## config.mk

```make
export PLATFORM = sky130hd
export DESIGN_NAME = instr_fetch
export DESIGN_NICKNAME = d
export VERILOG_FILES = /design/src/rtl/fetch_pkg.sv /design/src/rtl/fetch_buffer.sv /design/src/rtl/instr_fetch.sv
export SDC_FILE = /design/constraint.sdc
export NUM_CORES = 1
export LEC_CHECK = 0
export BUFFER_PORTS_ARGS = -buffer_cell sky130_fd_sc_hd__buf_2
export CORE_ASPECT_RATIO = 1.4
export CORE_UTILIZATION = 50
export DETAILED_ROUTE_END_ITERATION = 16
export GPL_ROUTABILITY_DRIVEN = 0
export GPL_TIMING_DRIVEN = 0
export PLACE_DENSITY = 0.81
export SLEW_MARGIN = 15
export SYNTH_ARGS = -nofsm -noshare
export SYNTH_HDL_FRONTEND = slang
export SYNTH_HIERARCHICAL = 1
export SYNTH_SLANG_ARGS = --single-unit
```

## constraint.sdc

```tcl
create_clock -name clk -period 6.77 [get_ports clk]
set_input_delay 0.3385 -clock clk [delete_from_list [all_inputs] [get_ports clk]]
set_output_delay 0.3385 -clock clk [all_outputs]
set_load 0.01 [all_outputs]
```

## src/rtl/fetch_pkg.sv

```systemverilog
// Shared widths, reset default and the buffered fetch entry type for the
// instruction fetch unit.
package fetch_pkg;
  localparam int ADDR_W  = 32;
  localparam int INSTR_W = 32;

  localparam logic [ADDR_W-1:0]  RESET_PC_DEF = 32'h0000_0000;
  localparam logic [INSTR_W-1:0] NOP_INSTR    = 32'hA800_0000;

  typedef struct packed {
    logic [ADDR_W-1:0]  pc;
    logic [INSTR_W-1:0] instr;
  } fetch_entry_t;
endpackage

```

## src/rtl/fetch_buffer.sv

```systemverilog
// Two-entry shift FIFO of {pc, instr}; the head always lives in slot 0 so the
// output is a plain register read.
module fetch_buffer
  import fetch_pkg::*;
(
  input  logic         clk,
  input  logic         rst,
  input  logic         push,
  input  logic         pop,
  input  logic         clear,
  input  fetch_entry_t din,
  output fetch_entry_t head,
  output logic [1:0]   count
);

  fetch_entry_t [1:0] mem;

  always_ff @(posedge clk) begin
    if (rst) begin
      mem   <= '0;
      count <= '0;
    end else if (clear) begin
      count <= '0;
    end else begin
      unique case ({push, pop})
        2'b10: begin
          mem[count[0]] <= din;
          count         <= count + 2'd1;
        end
        2'b01: begin
          mem[0] <= mem[1];
          count  <= count - 2'd1;
        end
        2'b11: begin
          // Count is unchanged; the new word lands behind whatever survives the pop.
          if (count == 2'd1) begin
            mem[0] <= din;
          end else begin
            mem[0] <= mem[1];
            mem[1] <= din;
          end
        end
        default: ;
      endcase
    end
  end

  always_ff @(posedge clk) begin
    if (!rst) assert (!(push && count == 2'd2));
  end

  assign head = mem[0];

endmodule

```

## src/rtl/instr_fetch.sv

```systemverilog
// Instruction fetch: owns the PC, keeps one read in flight against a
// registered instruction memory and buffers returned words for decode.
module instr_fetch
  import fetch_pkg::*;
#(
  parameter logic [ADDR_W-1:0] RESET_PC  = RESET_PC_DEF,
  parameter int                BUF_DEPTH = 2
) (
  input  logic               clk,
  input  logic               rst,
  input  logic               fetch_en,
  output logic [ADDR_W-1:0]  imem_addr,
  input  logic [INSTR_W-1:0] imem_instr,
  input  logic               redirect_valid,
  input  logic [ADDR_W-1:0]  redirect_target,
  output logic               out_valid,
  input  logic               out_ready,
  output logic [INSTR_W-1:0] out_instr,
  output logic [ADDR_W-1:0]  out_pc
);

  logic [ADDR_W-1:0] pc_q;
  logic [ADDR_W-1:0] inflight_pc_q;
  logic              inflight_q;

  logic         pop, push, room, issue;
  logic [1:0]   count;
  logic [2:0]   occ;
  fetch_entry_t head, din;

  assign out_valid = (count != 2'd0) && !redirect_valid;
  assign pop       = out_valid && out_ready;
  assign push      = inflight_q && !redirect_valid;

  // Occupancy once this cycle settles: buffered + returning - leaving.
  assign occ   = {1'b0, count} + {2'b00, inflight_q} - {2'b00, pop};
  assign room  = occ < 3'(BUF_DEPTH);
  assign issue = fetch_en && room && !rst;

  always_comb begin
    imem_addr = pc_q;
    if (rst)                 imem_addr = RESET_PC;
    else if (redirect_valid) imem_addr = redirect_target;
  end

  always_ff @(posedge clk) begin
    if (rst) begin
      pc_q          <= RESET_PC;
      inflight_q    <= 1'b0;
      inflight_pc_q <= '0;
    end else if (redirect_valid) begin
      pc_q          <= redirect_target + 32'd1;
      inflight_pc_q <= redirect_target;
      inflight_q    <= 1'b1;
    end else if (issue) begin
      pc_q          <= pc_q + 32'd1;
      inflight_pc_q <= pc_q;
      inflight_q    <= 1'b1;
    end else begin
      inflight_q    <= 1'b0;
    end
  end

  assign din.pc    = inflight_pc_q;
  assign din.instr = imem_instr;

  fetch_buffer u_buf (
    .clk   (clk),
    .rst   (rst),
    .push  (push),
    .pop   (pop),
    .clear (redirect_valid),
    .din   (din),
    .head  (head),
    .count (count)
  );

  assign out_instr = head.instr;
  assign out_pc    = head.pc;

endmodule
```

**Word level (Yosys, flattened, before mapping)**

Index checks and enable logic that the tools add are counted.

- Logic and storage cells: 55
- Register bits after elaboration: 195
- Bits of input ports: 69

- Reductions and logical operators: 16
- Muxes and demuxes: 16
- Bitwise gates (word level): 1
- Magnitude comparators: 3
- Equality and inequality tests: 5
- Add/sub/neg operators: 6

Operators with widths:

| cell | count |
|---|---|
| 32-bit two-way mux | 6 |
| 64-bit two-way mux | 3 |
| 64-bit one-hot mux with 3 select lines | 1 |
| 128-bit bitwise mux | 1 |
| 64-bit one-hot mux with 2 select lines | 1 |
| 32-bit by 1-bit adder with 32-bit output (second input constant) | 2 |
| 64-bit demux with 1-bit select | 1 |
| 2-bit nonzero test | 4 |
| 1-bit logical AND | 6 |
| 2-bit by 1-bit equality test with 1-bit output (second input constant) | 2 |
| 2-bit equality test (second input constant) | 2 |
| 2-bit one-hot mux with 2 select lines | 1 |
| 2-bit by 1-bit adder with 3-bit output | 1 |
| 3-bit by 2-bit < comparator with 1-bit output (second input constant) | 1 |
| 3-bit AND reduction | 1 |
| 3-bit nonzero test | 1 |
| 3-bit by 1-bit subtractor with 3-bit output | 1 |
| 2-bit by 1-bit adder with 2-bit output (second input constant) | 1 |
| 1-bit zero test | 2 |
| 1-bit by 2-bit < comparator with 1-bit output (second input constant) | 1 |
| 1-bit two-way mux | 2 |
| 2-bit inequality test (second input constant) | 1 |
| 2-bit AND reduction | 1 |
| 2-bit OR reduction | 1 |
| other kinds (3) | 3 |

**Logic depth before layout (Yosys ltp)**

Gate-level depths: netlist of run 1.

- Depth after elaboration: 9
- Gate-level depth with buffers: 18
- Gate-level depth less buffers: 12

**By module**

The synthesis of run 1 kept the hierarchy.

By module, submodules not included:

| module | times used | area an instance (µm²) | seq. area each (µm²) | cells each |
|---|---|---|---|---|
| fetch_buffer | 1 | 7054.3 | 2602.5 | 740 |
| instr_fetch | 1 | 4171.5 | 1301.2 | 534 |

**Worst setup path after synthesis of run 1**

Ideal clock, no wire load.

- Kind: input port to flip-flop
- Start: input port redirect_valid
- End: register pc_q[13]
- Required time: 6.684 ns
- Data arrival time: 3.829 ns
- Setup time: 0.086 ns
- Stages: 18
- Buffers on the path: 7
- Setup slack: 2.856 ns
- Cells stage by stage: buf_2 -> buf_6 -> buf_2 -> buf_1 -> clkbuf_1 -> nor2_1 -> and2_1 -> ha_1 -> nand2b_1 -> fa_1 -> xnor2_1 -> and4b_1 -> clkbuf_1 -> clkbuf_1 -> nand4_1 -> xnor2_1 -> nor2_1 -> a211oi_1

- Word-level cells in the longest chain between the ends: 8

RTL lines:

| element | line | RTL |
|---|---|---|
| start: declaration | instr_fetch.sv:14 | `input logic redirect_valid,` |
| 1-bit zero test | instr_fetch.sv:31 | `assign out_valid = (count != 2'd0) && !redirect_valid;` |
| 1-bit logical AND | instr_fetch.sv:31 |  |
| net out_valid | instr_fetch.sv:16 | `output logic out_valid,` |
| 1-bit logical AND | instr_fetch.sv:32 | `assign pop = out_valid && out_ready;` |
| net pop | instr_fetch.sv:26 | `logic pop, push, room, issue;` |
| 3-bit by 1-bit subtractor with 3-bit output | instr_fetch.sv:36 | `assign occ = {1'b0, count} + {2'b00, inflight_q} - {2'b00, pop};` |
| 3-bit by 2-bit < comparator with 1-bit output | instr_fetch.sv:37 | `assign room = occ < 3'(BUF_DEPTH);` |
| 1-bit logical AND (2 in series) | instr_fetch.sv:38 | `assign issue = fetch_en && room && !rst;` |
| 2-bit nonzero test (no line) | n/a |  |
| end signal: assignment | instr_fetch.sv:52 | `pc_q <= redirect_target + 32'd1;` |
| end signal: assignment | instr_fetch.sv:56 | `pc_q <= pc_q + 32'd1;` |
| end: declaration | instr_fetch.sv:22 | `logic [ADDR_W-1:0] pc_q;` |

The timed path passes the listed nets, and every way through them passes these cells.
A chain may end at the register's enable or synchronous reset.

**Worst setup path after layout of run 1**

- Start: input port redirect_valid
- End: register pc_q[19]

- Word-level cells in the longest chain between the ends: 8

RTL lines:

| element | line |
|---|---|
| 1-bit zero test | instr_fetch.sv:31 |
| 1-bit logical AND | instr_fetch.sv:31 |
| 1-bit logical AND | instr_fetch.sv:32 |
| net pop | instr_fetch.sv:26 |
| 3-bit by 1-bit subtractor with 3-bit output | instr_fetch.sv:36 |
| 3-bit by 2-bit < comparator with 1-bit output | instr_fetch.sv:37 |
| 1-bit logical AND (2 in series) | instr_fetch.sv:38 |
| 2-bit nonzero test (no line) | n/a |

The timed path passes the listed nets, and every way through them passes these cells.

==> flow_metrics.py, run 1 <==
metrics = {
    "run_status": {
        "status": "finished, final reports clean",
    },
    "sta": {
        "fin_worst_skew_ps": 8.59,
        "fin_crit_sh_pct": 79.6,
        "maxSlewHeadroom_pct": 39.2,
        "drv_slew": 0,
        "hold_ws_ps": 177,
        "finalSetupViolCount": 0,
        "fin_setup_tns_ps": 0,
        "rsz0062_at_grt": "no",
        "fmax_ghz": 0.186,
        "worst_pin_slew_ps": 908,
        "period_needed_ps": 5390,
        "final-hold-violation-count": 0,
    },
    "worst_setup_path": {
        "worstSetupPathType": "input pin to register",
        "crit_path_max_fanout": 10,
        "crit_path_start_kind": "input pin",
        "reg2reg_depth": 13,
        "endpoint_kind": "register",
        "cp.arrival_ps": 5750,
        "worst_ep_required_time_ps": 7130,
    },
    "cts": {
        "postCtsSetupRepairBufs": 0,
        "hold_buffers": 0,
        "cts_tree": "built",
        "h-tree-depth": 4,
        "cts-resized-gates": 0,
        "root_buffer": "clkbuf_16",
        "clk_latency_ps": 440,
        "cts_buffers": 17,
        "clk_pin_slew_ps": 70,
        "clock_path_buffers": 2,
        "clkSinkCount": 195,
    },
    "global_routing": {
        "grt_pass1_vias": 10100,
        "grt_pass1_wl_mm": 49.4,
        "antenna_found_initial": 0,
        "grt_overflow": 0,
        "grt_use_total_pct": 27.5,
        "grt_max_degree": 17,
    },
    "logic_synthesis": {
        "ys_seq_elements": 195,
        "synth.net_count": 1351,
        "async_flop_share_pct": 0,
        "ys.flop_type": "dfxtp_1",
        "synth-edff-count": 0,
        "synth_area_leaders": "dfxtp_1 (35%), mux2i_1 (8.6%), a311oi_2 (8.0%), nand2b_1 (7.7%), buf_4 (4.8%)",
        "synthCells": 1274,
        "yosys_warnings": 6,
        "synth_commonest_cells": "dfxtp_1 (195), nand2b_1 (139), a21oi_1 (103), mux2i_1 (97), nand3_1 (90)",
        "syn_area_um2": 11200,
        "yosysMostFrequentCell": "dfxtp_1",
        "yosys.cell_types.count": 59,
        "synth.avg_cell_area_um2": 8.81,
        "yosysTopAreaCell": "dfxtp_1",
        "netlist.area_leader.share_pct": 34.8,
        "ys_seq_area_share_pct": 34.8,
    },
    "power": {
        "combPwrFrac_pct": 15.7,
        "power_frac_seq_pct": 47.5,
        "vdd_drop_max_mv": 0.185,
        "switching_share_pct": 27.3,
        "powerDensity_nw_per_um2": 201,
        "power_leakage_uw": 0.00497,
        "p_int_uw": 1890,
        "pwr-share-clk_pct": 36.8,
        "power.switching_uw": 712,
    },
    "routing": {
        "drc": 0,
        "routedWlPerCell_um": 17.7,
        "wirelength_mm": 31.3,
        "firstDrtPassIters": 5,
        "vias": 10300,
        "via_per_inst": 5.80,
        "drt_iter0_drc": 793,
        "postRouteAntennaNets": 0,
    },
    "finish": {
        "area_delta_synth_final_pct": 15.5,
        "antenna_cells": 0,
        "nFillCells": 1985,
        "final_nets": 1535,
        "drive_gt1_share_pct": 27.1,
    },
    "floorplan": {
        "start_util_pct": 51.2,
        "fp.dieW_um": 129,
        "core_area_um2": 21900,
        "fp.dieH_um": 179,
        "num_rows": 64,
        "io_pins": 166,
        "dieArea_um2": 23100,
    },
    "place": {
        "portBuffers": 165,
        "place_hpwl_mm": 23.9,
    },
    "min_path": {
        "worstHoldPathCells": 3,
        "min_path_type": "input pin to register",
    },
    "flow_run": {
        "drv_cap": 0,
    },
}
==> layer usage <==
layer  routed length (um)  vias to the layer above  global-route usage (%)
met5                    0                        -                       0
met4                 1650                        0                    18.4
met3                 1770                      129                    3.64
met2                15800                      461                    49.2
met1                12100                     4822                    30.1
li1                     -                     4838                       -
==> state kept, by name (all words and copies together) (netlist names) <==
| signal | cells |
|---|---|
| pc_q | 32 |
| inflight_pc_q | 32 |
| u_buf/head | 64 |
| u_buf/count | 2 |
| u_buf/mem | 64 |
| inflight_q | 1 |
==> final timing paths <==
kind / endpoint / startpoint / slack [ps]
min reg2reg: pc_q[30] / pc_q[30] / 460
min: u_buf/mem[81] / imem_instr[17] / 180
max: pc_q[19] / redirect_valid / 1380
max reg2reg: pc_q[19] / u_buf/count[0] / 2620
==> final cells by class <==
cell class / instances / area, um2 / area share, %
Buffer: 182 / 1140 / 8.78
Clock buffer: 22 / 464 / 3.58
Sequential cell: 195 / 3900 / 30.1
Clock inverter: 8 / 81.3 / 0.627
Tap cell: 297 / 372 / 2.87
Multi-Input combinational cell: 889 / 6150 / 47.4
Timing Repair Buffer: 165 / 826 / 6.37
Inverter: 8 / 30.0 / 0.232
==> cell families (layout without fill, tap and decap cells) <==
family,after synthesis,count (layout),share of synthesized area [%]
mux,98,98,8.75
compound gates,305,305,20.9
flops,195,195,34.8
xor+xnor,37,37,2.89
simple gates,441,441,21.3
fa+ha+maj,8,8,0.959
buf+inv,190,385,10.4
==> cell usage in the layout (no fill, tap or decap), types with 17 or more instances in the layout <==
cell type / count
a211oi_1: 30
xor2_1: 17
nand2_1: 60
nand2b_1: 139
o21ai_0: 72
a311oi_2: 60
a21oi_1: 103
nand3_1: 90
nor2_1: 81
clkbuf_16: 17
buf_2: 202
dfxtp_1: 195
buf_4: 72
clkbuf_1: 45
mux2i_1: 97
xnor2_1: 20
==> worst max-delay path, cell delays in order <==
cell      delay (ps)
buf_2            210
buf_2            280
buf_6            200
buf_2            260
buf_1            480
clkbuf_1         470
nor2_1           180
and2_1           290
ha_1             310
nand2b_1         160
fa_1             380
xnor2_1          160
and4b_1          230
clkbuf_1         170
nor2_1           720
clkbuf_1         620
nand2_1          110
a21oi_1          170
==> stage by stage <==
step           cell area, um2  instances  total power, uW  worst slack, ps  util [%]
3_3_place_gp            12400       1736             1660             1140      56.6
4_1_cts                 13000       1766             2610             1470      59.1
6_report                13000       1766             2600             1380      59.1
2_1_floorplan           11200       1274             1520             2860         -
5_1_grt                 13000       1766             2700             1170      59.1
3_5_place_dp            12400       1736             1670             1060      56.6
==> power by group through the flow <==
stage               Clock (uW)  Sequential, uW  Combinational, uW
CTS                        966            1240                406
global placement             0            1260                396
detailed placement           0            1260                404
floorplan                    0            1250                277
global route              1010            1240                444
finish                     958            1240                408
Note: power is estimated with default switching activity, not from simulation.
==> run 2: changes to the inputs <==
PLACE_DENSITY = 0.84   (was 0.81)
clock period = 4.7 ns   (was 6.77 ns; I/O delays follow)
==> run 2 against run 1 <==
  * Flip-flop and latch count stayed put
  * Critical path depth is 2 lower
  * Clock skew is 2.3 ps higher
  * Combinational power is 45% higher
  * Clock power is 42% higher
  * Power is 43% higher
  * Core utilization hardly changed
  * Non-clock buffer count is 1 lower
  * Largest power group unchanged
==> flow_metrics.py, run 2 (synthesis results as in run 1) <==
metrics = {
    "global_routing": {
        "grt_overflow": 0,
        "grt_use_total_pct": 28.2,
        "grt_pass1_vias": 10100,
        "grt_max_degree": 17,
        "grt_pass1_wl_mm": 51.3,
        "antenna_found_initial": 0,
    },
    "cts": {
        "cts_buffers": 17,
        "clock_path_buffers": 2,
        "root_buffer": "clkbuf_16",
        "clk_pin_slew_ps": 70,
        "clkSinkCount": 195,
        "cts_tree": "built",
        "clk_latency_ps": 430,
        "postCtsSetupRepairBufs": 0,
        "h-tree-depth": 4,
    },
    "floorplan": {
        "fp.dieW_um": 129,
        "fp.dieH_um": 179,
        "num_rows": 64,
        "dieArea_um2": 23100,
        "core_area_um2": 21900,
        "io_pins": 166,
        "start_util_pct": 51.2,
    },
    "worst_setup_path": {
        "endpoint_kind": "register",
        "reg2reg_depth": 12,
        "crit_path_max_fanout": 19,
        "worstSetupPathType": "input pin to register",
        "crit_path_start_kind": "input pin",
        "worst_ep_required_time_ps": 5050,
        "cp.arrival_ps": 4620,
    },
    "place": {
        "portBuffers": 165,
        "post_dp_cell_area_um2": 12400,
        "place_hpwl_mm": 24.1,
    },
    "finish": {
        "final_nets": 1534,
        "drive_gt1_share_pct": 27.7,
        "seqCellArea_um2": 3900,
        "nFillCells": 1923,
        "layout_common_cells": "buf_2 (205), dfxtp_1 (195), nand2b_1 (139)",
        "antenna_cells": 0,
        "fin_area_um2": 13000,
        "area_delta_synth_final_pct": 15.5,
        "layout.cells.most_common": "buf_2",
        "multi_input_area_um2": 6160,
    },
    "routing": {
        "drc": 0,
        "wirelength_mm": 32.0,
        "drt_iter0_drc": 887,
        "vias": 10300,
        "firstDrtPassIters": 6,
        "postRouteAntennaNets": 0,
        "via_per_inst": 5.81,
        "routedWlPerCell_um": 18.1,
    },
    "sta": {
        "finalSetupViolCount": 0,
        "worst_pin_slew_ps": 775,
        "fin_worst_skew_ps": 10.9,
        "final-hold-violation-count": 0,
        "period_needed_ps": 4270,
        "maxSlewHeadroom_pct": 48.4,
        "fin_crit_sh_pct": 90.9,
        "rsz0062_at_grt": "no",
        "drv_slew": 0,
        "fmax_ghz": 0.234,
    },
    "run_status": {
        "status": "finished, final reports clean",
    },
    "power": {
        "vdd_drop_max_mv": 0.292,
        "power_leakage_uw": 0.00498,
        "powerDensity_nw_per_um2": 288,
        "power_uw": 3730,
    },
    "flow_run": {
        "drv_cap": 0,
    },
    "min_path": {
        "min_path_type": "input pin to register",
        "worstHoldPathCells": 3,
    },
}
==> run 2: changes by cell type in the layout (fill, tap and decap cells not counted) <==
cell,delta
nor2_2,+1
buf_2,+3
clkbuf_1,-4
bufinv_16,-1
clkinv_2,-1
nor2_1,-1
clkinvlp_4,+3
buf_1,-3
clkinv_4,-1
inv_6,+2
clkbuf_2,+3
==> run 2: layer usage <==
metal	vias to the layer above	part of all wire (%)	GRT usage (%)
met4	0	5.2	17.0
li1	4839	-	-
met2	468	51	51.9
met3	134	6.1	4.18
met1	4828	37	30.3
met5	-	0	0
==> run 2: stage by stage <==
stage / utilization (%) / setup TNS (ps) / worst slack (ps) / hold WS, ps / std cells
2_1_floorplan: - / 0 / 889 / 312 / 1274
3_3_place_gp: 56.6 / -27000 / -752 / 446 / 1736
3_5_place_dp: 56.6 / -31510 / -872 / 462 / 1736
4_1_cts: 59.1 / 0 / 24.6 / 65.9 / 1768
5_1_grt: 59.1 / 0 / 253 / 83.5 / 1767
6_report: 59.1 / 0 / 426 / 81.5 / 1767
==> run 2: worst max-delay path, stage by stage <==
cell,delay [ps]
buf_2,200
buf_2,280
buf_6,190
buf_2,250
buf_2,410
nor2_1,170
and2_1,280
ha_1,320
nand2b_1,160
fa_1,380
xnor2_1,190
nand4b_1,390
buf_1,470
o31ai_1,360
a21oi_1,100
a211oi_1,220
==> run 2: power by group <==
part / internal, uW / switching (uW) / total [uW]
combinational: 252 / 339 / 591
clock: 710 / 649 / 1360
sequential: 1720 / 64.2 / 1780
total: 2680 / 1050 / 3730
==> run 2: cell type report <==
class	instances	area share, %
Multi-Input combinational cell	889	47.5
Sequential cell	195	30.1
Buffer	181	8.81
Timing Repair Buffer	165	6.37
Clock buffer	22	3.58
Tap cell	297	2.86
Clock inverter	10	0.598
Inverter	8	0.232
==> run 2: final timing paths <==
check / start / end / slack [ps]
worst max-delay path: redirect_valid / pc_q[26] / 430
worst min-delay path: imem_instr[9] / u_buf/mem[73] / 80
worst max register to register: u_buf/count[0] / pc_q[26] / 970
worst min register to register: pc_q[30] / pc_q[30] / 470
==> run 2: what timing repair did <==
| action | CTS | global route |
|---|---|---|
| resized for setup | 4 | 6 |
| setup endpoints to repair | 34 | 35 |
| hold buffers | 0 | 0 |
==> run 3: changes to the inputs <==
PLACE_DENSITY = 0.85   (was 0.84)
SYNTH_HIERARCHICAL = unset   (was 1)
==> run 3 against run 2 <==
  * Clock skew shrank 1.2 ps
  * Area after synthesis down 14%
  * Combinational power down 9.1%
  * Power grew 3.8%
  * Final area down 12%
  * Via count shrank 7.8%
  * Clock power is 14% higher
  * Largest cell class unchanged
  * Highest routed layer unchanged
==> flow_metrics.py, run 3 <==
metrics = {
    "logic_synthesis": {
        "ys.flop_type": "dfxtp_1",
        "syn_area_um2": 9700,
        "yosys.area_share.simple_pct": 20.5,
        "yosys_warnings": 0,
        "yosys.cell_types.count": 65,
        "yosysMostFrequentCell": "nand2_1",
        "synthCells": 1194,
        "synth.net_count": 1272,
        "netlist.area_leader.share_pct": 40.2,
        "synth_commonest_cells": "nand2_1 (203), dfxtp_1 (195), nor2_1 (147), a21oi_1 (112), a211oi_1 (88)",
        "synth.area.mux_share_pct": 3.37,
        "synth-edff-count": 0,
        "synth_compound_area_share_pct": 21.4,
        "synth_area_leaders": "dfxtp_1 (40%), nand2_1 (7.9%), a211oi_1 (6.8%), a21oi_1 (5.8%), nor2_1 (5.7%)",
        "synth.avg_cell_area_um2": 8.12,
        "yosysTopAreaCell": "dfxtp_1",
        "synth_top_family_by_area": "compound AO/OA/AOI/OAI gates",
        "async_flop_share_pct": 0,
        "synth_xor_area_share_pct": 3.70,
        "ys_seq_elements": 195,
        "synth_adder_area_share_pct": 1.24,
        "ys_seq_area_share_pct": 40.2,
    },
    "cts": {
        "cts-resized-gates": 0,
        "hold_buffers": 0,
        "postCtsSetupRepairBufs": 0,
        "clk_latency_ps": 440,
        "clk_pin_slew_ps": 70,
        "cts_buffers": 17,
        "cts_tree": "built",
        "root_buffer": "clkbuf_16",
        "h-tree-depth": 4,
        "clock_path_buffers": 2,
        "clkSinkCount": 195,
    },
    "power": {
        "vdd_drop_max_mv": 0.214,
        "power_leakage_uw": 0.00459,
        "powerDensity_nw_per_um2": 338,
    },
    "finish": {
        "layout.cells.most_common": "nand2_1",
        "layout_common_cells": "nand2_1 (203), dfxtp_1 (195), buf_2 (192)",
        "area_delta_synth_final_pct": 18.1,
        "drive_gt1_share_pct": 23.2,
        "antenna_cells": 0,
        "final_cells": 1634,
        "final_nets": 1455,
    },
    "global_routing": {
        "grt_overflow": 0,
        "grt_pass1_wl_mm": 45.7,
        "grt_pass1_vias": 9033,
        "grt_max_degree": 18,
        "antenna_found_initial": 0,
        "grt_use_total_pct": 29.1,
    },
    "worst_setup_path": {
        "endpoint_kind": "register",
        "crit_path_max_fanout": 10,
        "cp.arrival_ps": 4240,
        "worstSetupPathType": "register to register",
        "worst_ep_required_time_ps": 5030,
        "crit_path_start_kind": "register",
    },
    "floorplan": {
        "start_util_pct": 51.5,
        "io_pins": 166,
        "num_rows": 59,
        "fp.dieH_um": 167,
        "core_area_um2": 18800,
        "fp.dieW_um": 120,
        "dieArea_um2": 20000,
    },
    "place": {
        "place_hpwl_mm": 21.4,
        "dp_slack_ps": 907,
        "portBuffers": 164,
        "dp_cells": 1602,
    },
    "routing": {
        "drt_iter0_drc": 1047,
        "routedWlPerCell_um": 17.9,
        "wirelength_mm": 29.2,
        "drc": 0,
        "via_per_inst": 5.79,
        "postRouteAntennaNets": 0,
        "firstDrtPassIters": 6,
        "vias": 9469,
    },
    "sta": {
        "hold_ws_ps": 47.8,
        "fin_ws_ps": 791,
        "fin_worst_skew_ps": 9.68,
        "drv_slew": 0,
        "maxSlewHeadroom_pct": 32.9,
        "finalSetupViolCount": 0,
        "worst_pin_slew_ps": 1000,
        "fin_setup_tns_ps": 0,
        "period_needed_ps": 3910,
        "rsz0062_at_grt": "no",
        "final-hold-violation-count": 0,
        "fmax_ghz": 0.256,
        "fin_crit_sh_pct": 83.2,
    },
    "min_path": {
        "min_path_type": "input pin to register",
    },
    "flow_run": {
        "drv_cap": 0,
    },
    "run_status": {
        "status": "finished, final reports clean",
    },
}
-- run 3: per-layer routing --
layer,track usage (%),part of all wire (%)
met3,5.96,8.4
met4,16.6,4.9
met1,33.1,38
met5,0,0
met2,50.2,49
-- run 3: final timing paths --
| path | startpoint | endpoint | slack [ps] | depth (start not counted) |
|---|---|---|---|---|
| setup / recovery | u_buf.count[0] | pc_q[18] | 790 | 13 |
| setup reg to reg | u_buf.count[0] | pc_q[18] | 790 | 13 |
| hold / removal | imem_instr[3] | u_buf.mem[67] | 50 | 3 |
| hold reg to reg | u_buf.mem[121] | u_buf.mem[121] | 450 | 2 |
-- run 3: cell type report --
cell class,count,area (um2)
Clock buffer,19,453
Timing Repair Buffer,164,821
Inverter,10,37.5
Sequential cell,195,3900
Buffer,155,895
Multi-Input combinational cell,834,4860
Tap cell,244,305
Fill cell,1637,7370
Clock inverter,13,174
-- run 3: critical path, cell delays in order, from the launching register on --
cell and delay (ps):
dfxtp_1 430, inv_1 100, ha_1 230, nand2b_1 180, nor2_2 210, ha_1 270
nand2b_1 150, fa_1 370, xnor2_1 150, and4_1 210, clkbuf_1 240, nor2_1 820
nor4_1 100, a311o_1 340
-- run 3: logic make-up (layout without fill, tap and decap cells) --
logic type                 Yosys count  in the layout
DFF                                195            195
adders and majority gates            9              9
xor gates and xnor gates            41             41
muxes                               32             32
buffers and inverters              165            361
AOI/OAI and AO/OA                  313            313
and+or+nand+nor                    439            439
-- run 3: per-stage QoR --
step           util, %  cell area [um2]  power (uW)
2_1_floorplan        -             9700        2140
3_3_place_gp      57.5            10800        2330
3_5_place_dp      57.5            10800        2340
4_1_cts           60.8            11500        3860
5_1_grt           60.8            11500        3990
6_report          60.8            11500        3870
-- run 3: report_power, final --
group	leakage [uW]	switching, uW	total [uW]	internal, uW
Combinational	0.00269	319	537	218
Sequential	0.00159	61.4	1780	1720
Clock	0.000302	676	1550	876
